===== src/rtl/axi_sram_ctrl.sv =====
// AXI4 slave to single-port SRAM bridge.
// One beat at a time. Reads take two cycles per beat: request, then data.
// Writes take one cycle per beat; each W handshake goes straight to the SRAM.
module axi_sram_ctrl #(
    parameter int AXI_ADDR_WIDTH = 32,
    parameter int AXI_DATA_WIDTH = 32,
    parameter int AXI_ID_WIDTH   = 3,
    parameter int AXI_USER_WIDTH = 1,
    parameter int MEM_ADDR_WIDTH = 13
) (
    input  logic                        clk,
    input  logic                        rst_n,
    input  logic                        test_en_i,
    // write address channel
    input  logic                        aw_valid,
    output logic                        aw_ready,
    input  logic [AXI_ID_WIDTH-1:0]     aw_id,
    input  logic [AXI_ADDR_WIDTH-1:0]   aw_addr,
    input  logic [7:0]                  aw_len,
    input  logic [2:0]                  aw_size,
    input  logic [1:0]                  aw_burst,
    input  logic [AXI_USER_WIDTH-1:0]   aw_user,
    // write data channel
    input  logic                        w_valid,
    output logic                        w_ready,
    input  logic [AXI_DATA_WIDTH-1:0]   w_data,
    input  logic [AXI_DATA_WIDTH/8-1:0] w_strb,
    input  logic                        w_last,
    input  logic [AXI_USER_WIDTH-1:0]   w_user,
    // write response channel
    output logic                        b_valid,
    input  logic                        b_ready,
    output logic [AXI_ID_WIDTH-1:0]     b_id,
    output logic [1:0]                  b_resp,
    output logic [AXI_USER_WIDTH-1:0]   b_user,
    // read address channel
    input  logic                        ar_valid,
    output logic                        ar_ready,
    input  logic [AXI_ID_WIDTH-1:0]     ar_id,
    input  logic [AXI_ADDR_WIDTH-1:0]   ar_addr,
    input  logic [7:0]                  ar_len,
    input  logic [2:0]                  ar_size,
    input  logic [1:0]                  ar_burst,
    input  logic [AXI_USER_WIDTH-1:0]   ar_user,
    // read data channel
    output logic                        r_valid,
    input  logic                        r_ready,
    output logic [AXI_ID_WIDTH-1:0]     r_id,
    output logic [AXI_DATA_WIDTH-1:0]   r_data,
    output logic [1:0]                  r_resp,
    output logic                        r_last,
    output logic [AXI_USER_WIDTH-1:0]   r_user,
    // SRAM side
    output logic                        mem_req_o,
    output logic [MEM_ADDR_WIDTH-1:0]   mem_addr_o,
    output logic                        mem_we_o,
    output logic [AXI_DATA_WIDTH/8-1:0] mem_be_o,
    output logic [AXI_DATA_WIDTH-1:0]   mem_wdata_o,
    input  logic [AXI_DATA_WIDTH-1:0]   mem_rdata_i
);

    localparam logic [1:0] RESP_OKAY   = 2'b00;
    localparam logic [1:0] RESP_SLVERR = 2'b10;

    typedef enum logic [2:0] {IDLE, R_REQ, R_DATA, W_DATA, W_RESP} state_t;

    state_t                    state;
    logic [AXI_ADDR_WIDTH-1:0] addr;
    logic [AXI_ADDR_WIDTH-1:0] addr_next;
    logic [AXI_ADDR_WIDTH-1:0] wrap_mask;
    logic [AXI_ID_WIDTH-1:0]   id;
    logic [7:0]                len;
    logic [1:0]                burst;
    logic [8:0]                beat;       // beats already completed, saturating
    logic                      last_write; // 1 when the last served channel was a write
    logic                      r_first;    // first cycle of an R beat: SRAM data is live
    logic [1:0]                resp;
    logic [AXI_DATA_WIDTH-1:0] rdata_hold;
    logic                      sel_read;
    logic                      w_fire;
    logic                      beat_is_last;

    // Size is always treated as 4 bytes; user inputs and test enable have no function.
    logic unused_inputs;
    assign unused_inputs = ^{test_en_i, aw_size, ar_size, aw_user, ar_user, w_user};

    // Arbitration: a lone valid wins; when both are valid, the side not served last wins.
    assign sel_read = ar_valid && (!aw_valid || last_write);
    assign ar_ready = (state == IDLE) && sel_read;
    assign aw_ready = (state == IDLE) && aw_valid && !sel_read;

    assign w_ready      = (state == W_DATA);
    assign w_fire       = w_ready && w_valid;
    assign beat_is_last = (beat == {1'b0, len});

    assign r_valid = (state == R_DATA);
    assign r_id    = id;
    assign r_data  = r_first ? mem_rdata_i : rdata_hold;
    assign r_resp  = RESP_OKAY;
    assign r_last  = r_valid && beat_is_last;
    assign r_user  = '0;

    assign b_valid = (state == W_RESP);
    assign b_id    = id;
    assign b_resp  = resp;
    assign b_user  = '0;

    assign mem_req_o   = (state == R_REQ) || w_fire;
    assign mem_we_o    = w_fire;
    assign mem_be_o    = (state == R_REQ) ? '1 : (w_fire ? w_strb : '0);
    assign mem_wdata_o = w_fire ? w_data : '0;
    assign mem_addr_o  = addr[MEM_ADDR_WIDTH+1:2];

    // Wrap boundary is (len+1)*4 bytes; legal wrap lengths make this a low-bit mask.
    assign wrap_mask = AXI_ADDR_WIDTH'({len, 2'b11});

    // Next beat address from the latched burst type; reserved encoding behaves as INCR.
    always_comb begin
        addr_next = addr + AXI_ADDR_WIDTH'(4);
        case (burst)
            2'b00:   addr_next = addr;
            2'b10:   addr_next = (addr & ~wrap_mask) | ((addr + AXI_ADDR_WIDTH'(4)) & wrap_mask);
            default: addr_next = addr + AXI_ADDR_WIDTH'(4);
        endcase
    end

    // Transaction FSM: latches the accepted request and walks it beat by beat.
    always_ff @(posedge clk or negedge rst_n) begin
        if (!rst_n) begin
            state      <= IDLE;
            addr       <= '0;
            id         <= '0;
            len        <= '0;
            burst      <= '0;
            beat       <= '0;
            last_write <= 1'b1;
            r_first    <= 1'b0;
            resp       <= RESP_OKAY;
            rdata_hold <= '0;
        end else begin
            case (state)
                IDLE: begin
                    if (ar_valid && ar_ready) begin
                        id         <= ar_id;
                        addr       <= ar_addr;
                        len        <= ar_len;
                        burst      <= ar_burst;
                        beat       <= '0;
                        last_write <= 1'b0;
                        state      <= R_REQ;
                    end else if (aw_valid && aw_ready) begin
                        id         <= aw_id;
                        addr       <= aw_addr;
                        len        <= aw_len;
                        burst      <= aw_burst;
                        beat       <= '0;
                        last_write <= 1'b1;
                        state      <= W_DATA;
                    end
                end
                R_REQ: begin
                    r_first <= 1'b1;
                    state   <= R_DATA;
                end
                R_DATA: begin
                    // SRAM data is only valid for one cycle; keep it for a stalled beat.
                    if (r_first) begin
                        rdata_hold <= mem_rdata_i;
                    end
                    r_first <= 1'b0;
                    if (r_ready) begin
                        if (beat_is_last) begin
                            state <= IDLE;
                        end else begin
                            addr  <= addr_next;
                            beat  <= beat + 9'd1;
                            state <= R_REQ;
                        end
                    end
                end
                W_DATA: begin
                    if (w_valid) begin
                        addr <= addr_next;
                        if (beat != '1) begin
                            beat <= beat + 9'd1;
                        end
                        if (w_last) begin
                            resp  <= beat_is_last ? RESP_OKAY : RESP_SLVERR;
                            state <= W_RESP;
                        end
                    end
                end
                W_RESP: begin
                    if (b_ready) begin
                        state <= IDLE;
                    end
                end
                default: state <= IDLE;
            endcase
        end
    end

endmodule


===== config.mk =====
export PLATFORM = sky130hd
export DESIGN_NAME = axi_sram_ctrl
export DESIGN_NICKNAME = d
export VERILOG_FILES = /design/src/rtl/axi_sram_ctrl.sv
export SDC_FILE = /design/constraint.sdc
export NUM_CORES = 1
export LEC_CHECK = 0
export CORE_MARGIN = 8
export CORE_UTILIZATION = 26
export DETAILED_ROUTE_END_ITERATION = 8
export GPL_ROUTABILITY_DRIVEN = 0
export PLACE_DENSITY = 0.66
export SYNTH_ARGS = -nofsm -noshare
export SYNTH_HDL_FRONTEND = slang
export SYNTH_SLANG_ARGS = --single-unit
export TNS_END_PERCENT = 10

===== constraint.sdc =====
create_clock -name clk -period 5.1 [get_ports clk]
set_clock_uncertainty 0.2 [all_clocks]
set_input_delay 1.02 -clock clk [delete_from_list [all_inputs] [get_ports clk]]
set_output_delay 1.02 -clock clk [all_outputs]
set_load 0.01 [all_outputs]

==> qor.csv <==
metric,value,unit
io_buffers,223,
post_cts_resized,0,
start_util,0.2643,
hp-class,reg2reg,
synthArstFlopShare,1.000,
path_max_fanout,15,
internal_power,2.511,mW
fin_crit,4.058,ns
use_met2,0.2290,
synth-seq-area-share,0.3851,
grt_setup_unrepaired,false,
synth_most_common_cell,nand2_1,
finalHoldViolCount,0,
setup_tns,0,ns
use_met3,0.05169,
grt.busiest_layer,met2,
worstSetupPathType,in2out,
routed_wirelength,16.25,mm
grt_antenna_before_repair,1,
arrival,2.84,ns
synthTopCellsByCount,"nand2_1 (128), dfrtp_1 (72), mux2_2 (37), and2_1 (32), o21ai_0 (26)",
yosys.cell_types.count,65,
clock_latency,0.35,ns
maxSlewHeadroom,0.3175,
synthTopCellsByArea,"dfrtp_1 (38%), nand2_1 (10%), mux2_2 (8.8%)",
placementRows,49,
ys_warn_count,0,
netlist.area_leader.share,0.3795,
clockPowerShare,0.192,
dp_hpwl,12.28,mm
switching_share,0.3955,
numCtsBuffers,9,
ctsHoldBuffers,0,
crit_required,3.88,ns
syn_area,4747,um2
synth_cells,527,
finalCritPeriodShare,0.7957,
met1_usage,0.1769,
end_kind,output port,
area_delta_synth_final,57.56,%
ioPinCount,277,
num_vias,4546,
comb_power_share,0.542,
first_global_vias,4613,
cts_root_buf,clkbuf_16,
routed_via_density,4.696,
clkTransAtPathRegs,0.06,ns
n_antenna_cell,0,
ys_ff_latch,73,
die_area,22840,um2
p_per_area,555.3,nW/um2
synth_ff_type,dfrtp_1,
first_pass_iters,4,
tritoncts,yes,
seqPwrFrac,0.267,
cts_htree_levels,3,
core_area,17960,um2
die_w,151.1,um
p_leak,3.249,nW
vdd_drop_max,0.3088,mV
report.power.total,4.154,mW
grt_remaining_overflow,0,
clock_path_buffers,2,
drv_cap,0,
grt_pass1_wl,25.40,mm
nNetsFinal,914,
yosys.area.top_type,dfrtp_1,
drive_gt1_frac,0.1110,
die_y,151.1,um
grt_max_degree,39,
cts_setup_buffers,0,
wl_per_cell,16.79,um
drt_drc_violations_left,0,
maxSlewViolCount,0,
syn_area_per_cell,9.008,um2
run_status,"complete, no violations",
fillCellCount,1761,
cp-start-kind,input pin,
clock_sinks,73,
synth-edff-count,0,
max_slew.worst_pin.slew,1.016,ns
p_switching,1.643,mW
clock.fmax,0.2464,GHz
drt_iter0_drc,239,
ant_nets,0,
setup_viol,0,
grt_usage,0.1408,
[per-stage QoR]
stage | setup slack (ns) | util | instances | hold slack, ns | area [um2]
finish | 1.042 | 0.4164 | 968 | 0.2543 | 7480
global placement | 1.031 | 0.3960 | 953 | 0.2445 | 7113
global route | 0.9037 | 0.4164 | 968 | 0.2828 | 7480
CTS | 1.024 | 0.4164 | 968 | 0.2554 | 7480
floorplan | 2.029 | - | 531 | 0.2356 | 4762
detailed placement | 1.039 | 0.3960 | 953 | 0.2452 | 7113
[power by group through the flow]
stage | sequential (mW) | combinational [mW] | clock [mW]
after floorplan | 1.04 | 1.39 | 0
after global placement | 1.11 | 2.25 | 0
after detailed placement | 1.12 | 2.28 | 0
after CTS | 1.11 | 2.28 | 0.816
after global routing | 1.15 | 2.49 | 0.840
final | 1.11 | 2.25 | 0.796
[layer usage]
metal / vias to the layer above / wire length, um
li1: 2233 / -
met1: 2119 / 7004
met2: 184 / 7763
met3: 8 / 1384
met4: 2 / 87
met5: - / 12
[final timing paths]
path | end | slack (ns) | cells past startpoint | start
setup / recovery | aw_ready | 1.04 | 7 | aw_valid
hold / removal | last_write$_DFFE_PN1P_ | 0.25 | 2 | last_write$_DFFE_PN1P_
setup reg to reg | beat[3]$_DFFE_PN0P_ | 2.29 | 9 | beat[0]$_DFFE_PN0P_
hold reg to reg | last_write$_DFFE_PN1P_ | 0.25 | 2 | last_write$_DFFE_PN1P_
max in group asynchronous | asynchronous set/reset pin | 3.38 | 2 | rst_n
min in group asynchronous | rdata_hold[20]$_DFFE_PN0P_ | 0.42 | 1 | rst_n
[registers in the layout, summed over array words and instances (netlist names), named ones only]
name        count
rdata_hold     32
addr            6
len             8
b_resp          1
r_first         1
b_id            3
last_write      1
state           3
beat            9
burst           2
[worst max-delay path, stage by stage]
cell and delay [ns]:
clkdlybuf4s50_1 0.52, nand2b_1 0.12, a21oi_1 0.26, nand3_2 0.09, buf_4 0.22, inv_1 0.07, clkdlybuf4s50_1 0.53
[final cells by class]
cell class,instances,area (um2),share of cell area
clock buffer,10,239.0,0.03195
sequential,73,1828,0.2444
inverter,10,37.54,0.005018
timing repair buffer,233,2305,0.3081
clock inverter,5,127.6,0.01706
tap,229,286.5,0.03831
multi-input combinational,408,2656,0.3551
[cell families after synthesis]
family                     count (synthesis)  synth area share
and+or+nand+nor                          234            0.2399
AOI/OAI and AO/OA                         91            0.1400
DFF                                       73            0.3851
muxes                                     64            0.1460
buffers and inverters                     50           0.05851
xor gates and xnor gates                  11           0.02188
adders and majority gates                  3          0.007908
other                                      1         0.0007900
[placed cells by master, fill, tap and decap left out, drive strengths merged, types with 4 or more instances in the layout]
| cell type | n |
|---|---|
| buf | 11 |
| o22ai | 7 |
| nor3 | 16 |
| mux2 | 42 |
| nand2 | 128 |
| o31ai | 16 |
| bufinv | 4 |
| nand3 | 13 |
| and3 | 8 |
| xnor2 | 10 |
| dfrtp | 72 |
| clkdlybuf4s50 | 222 |
| mux2i | 22 |
| clkbuf | 10 |
| a31oi | 4 |
| a21oi | 7 |
| inv | 10 |
| a21o | 5 |
| conb | 5 |
| nand2b | 5 |
| nor2 | 17 |
| o21ai | 30 |
| and2 | 32 |
| o211ai | 4 |
Power figures use the tool's default switching activity.
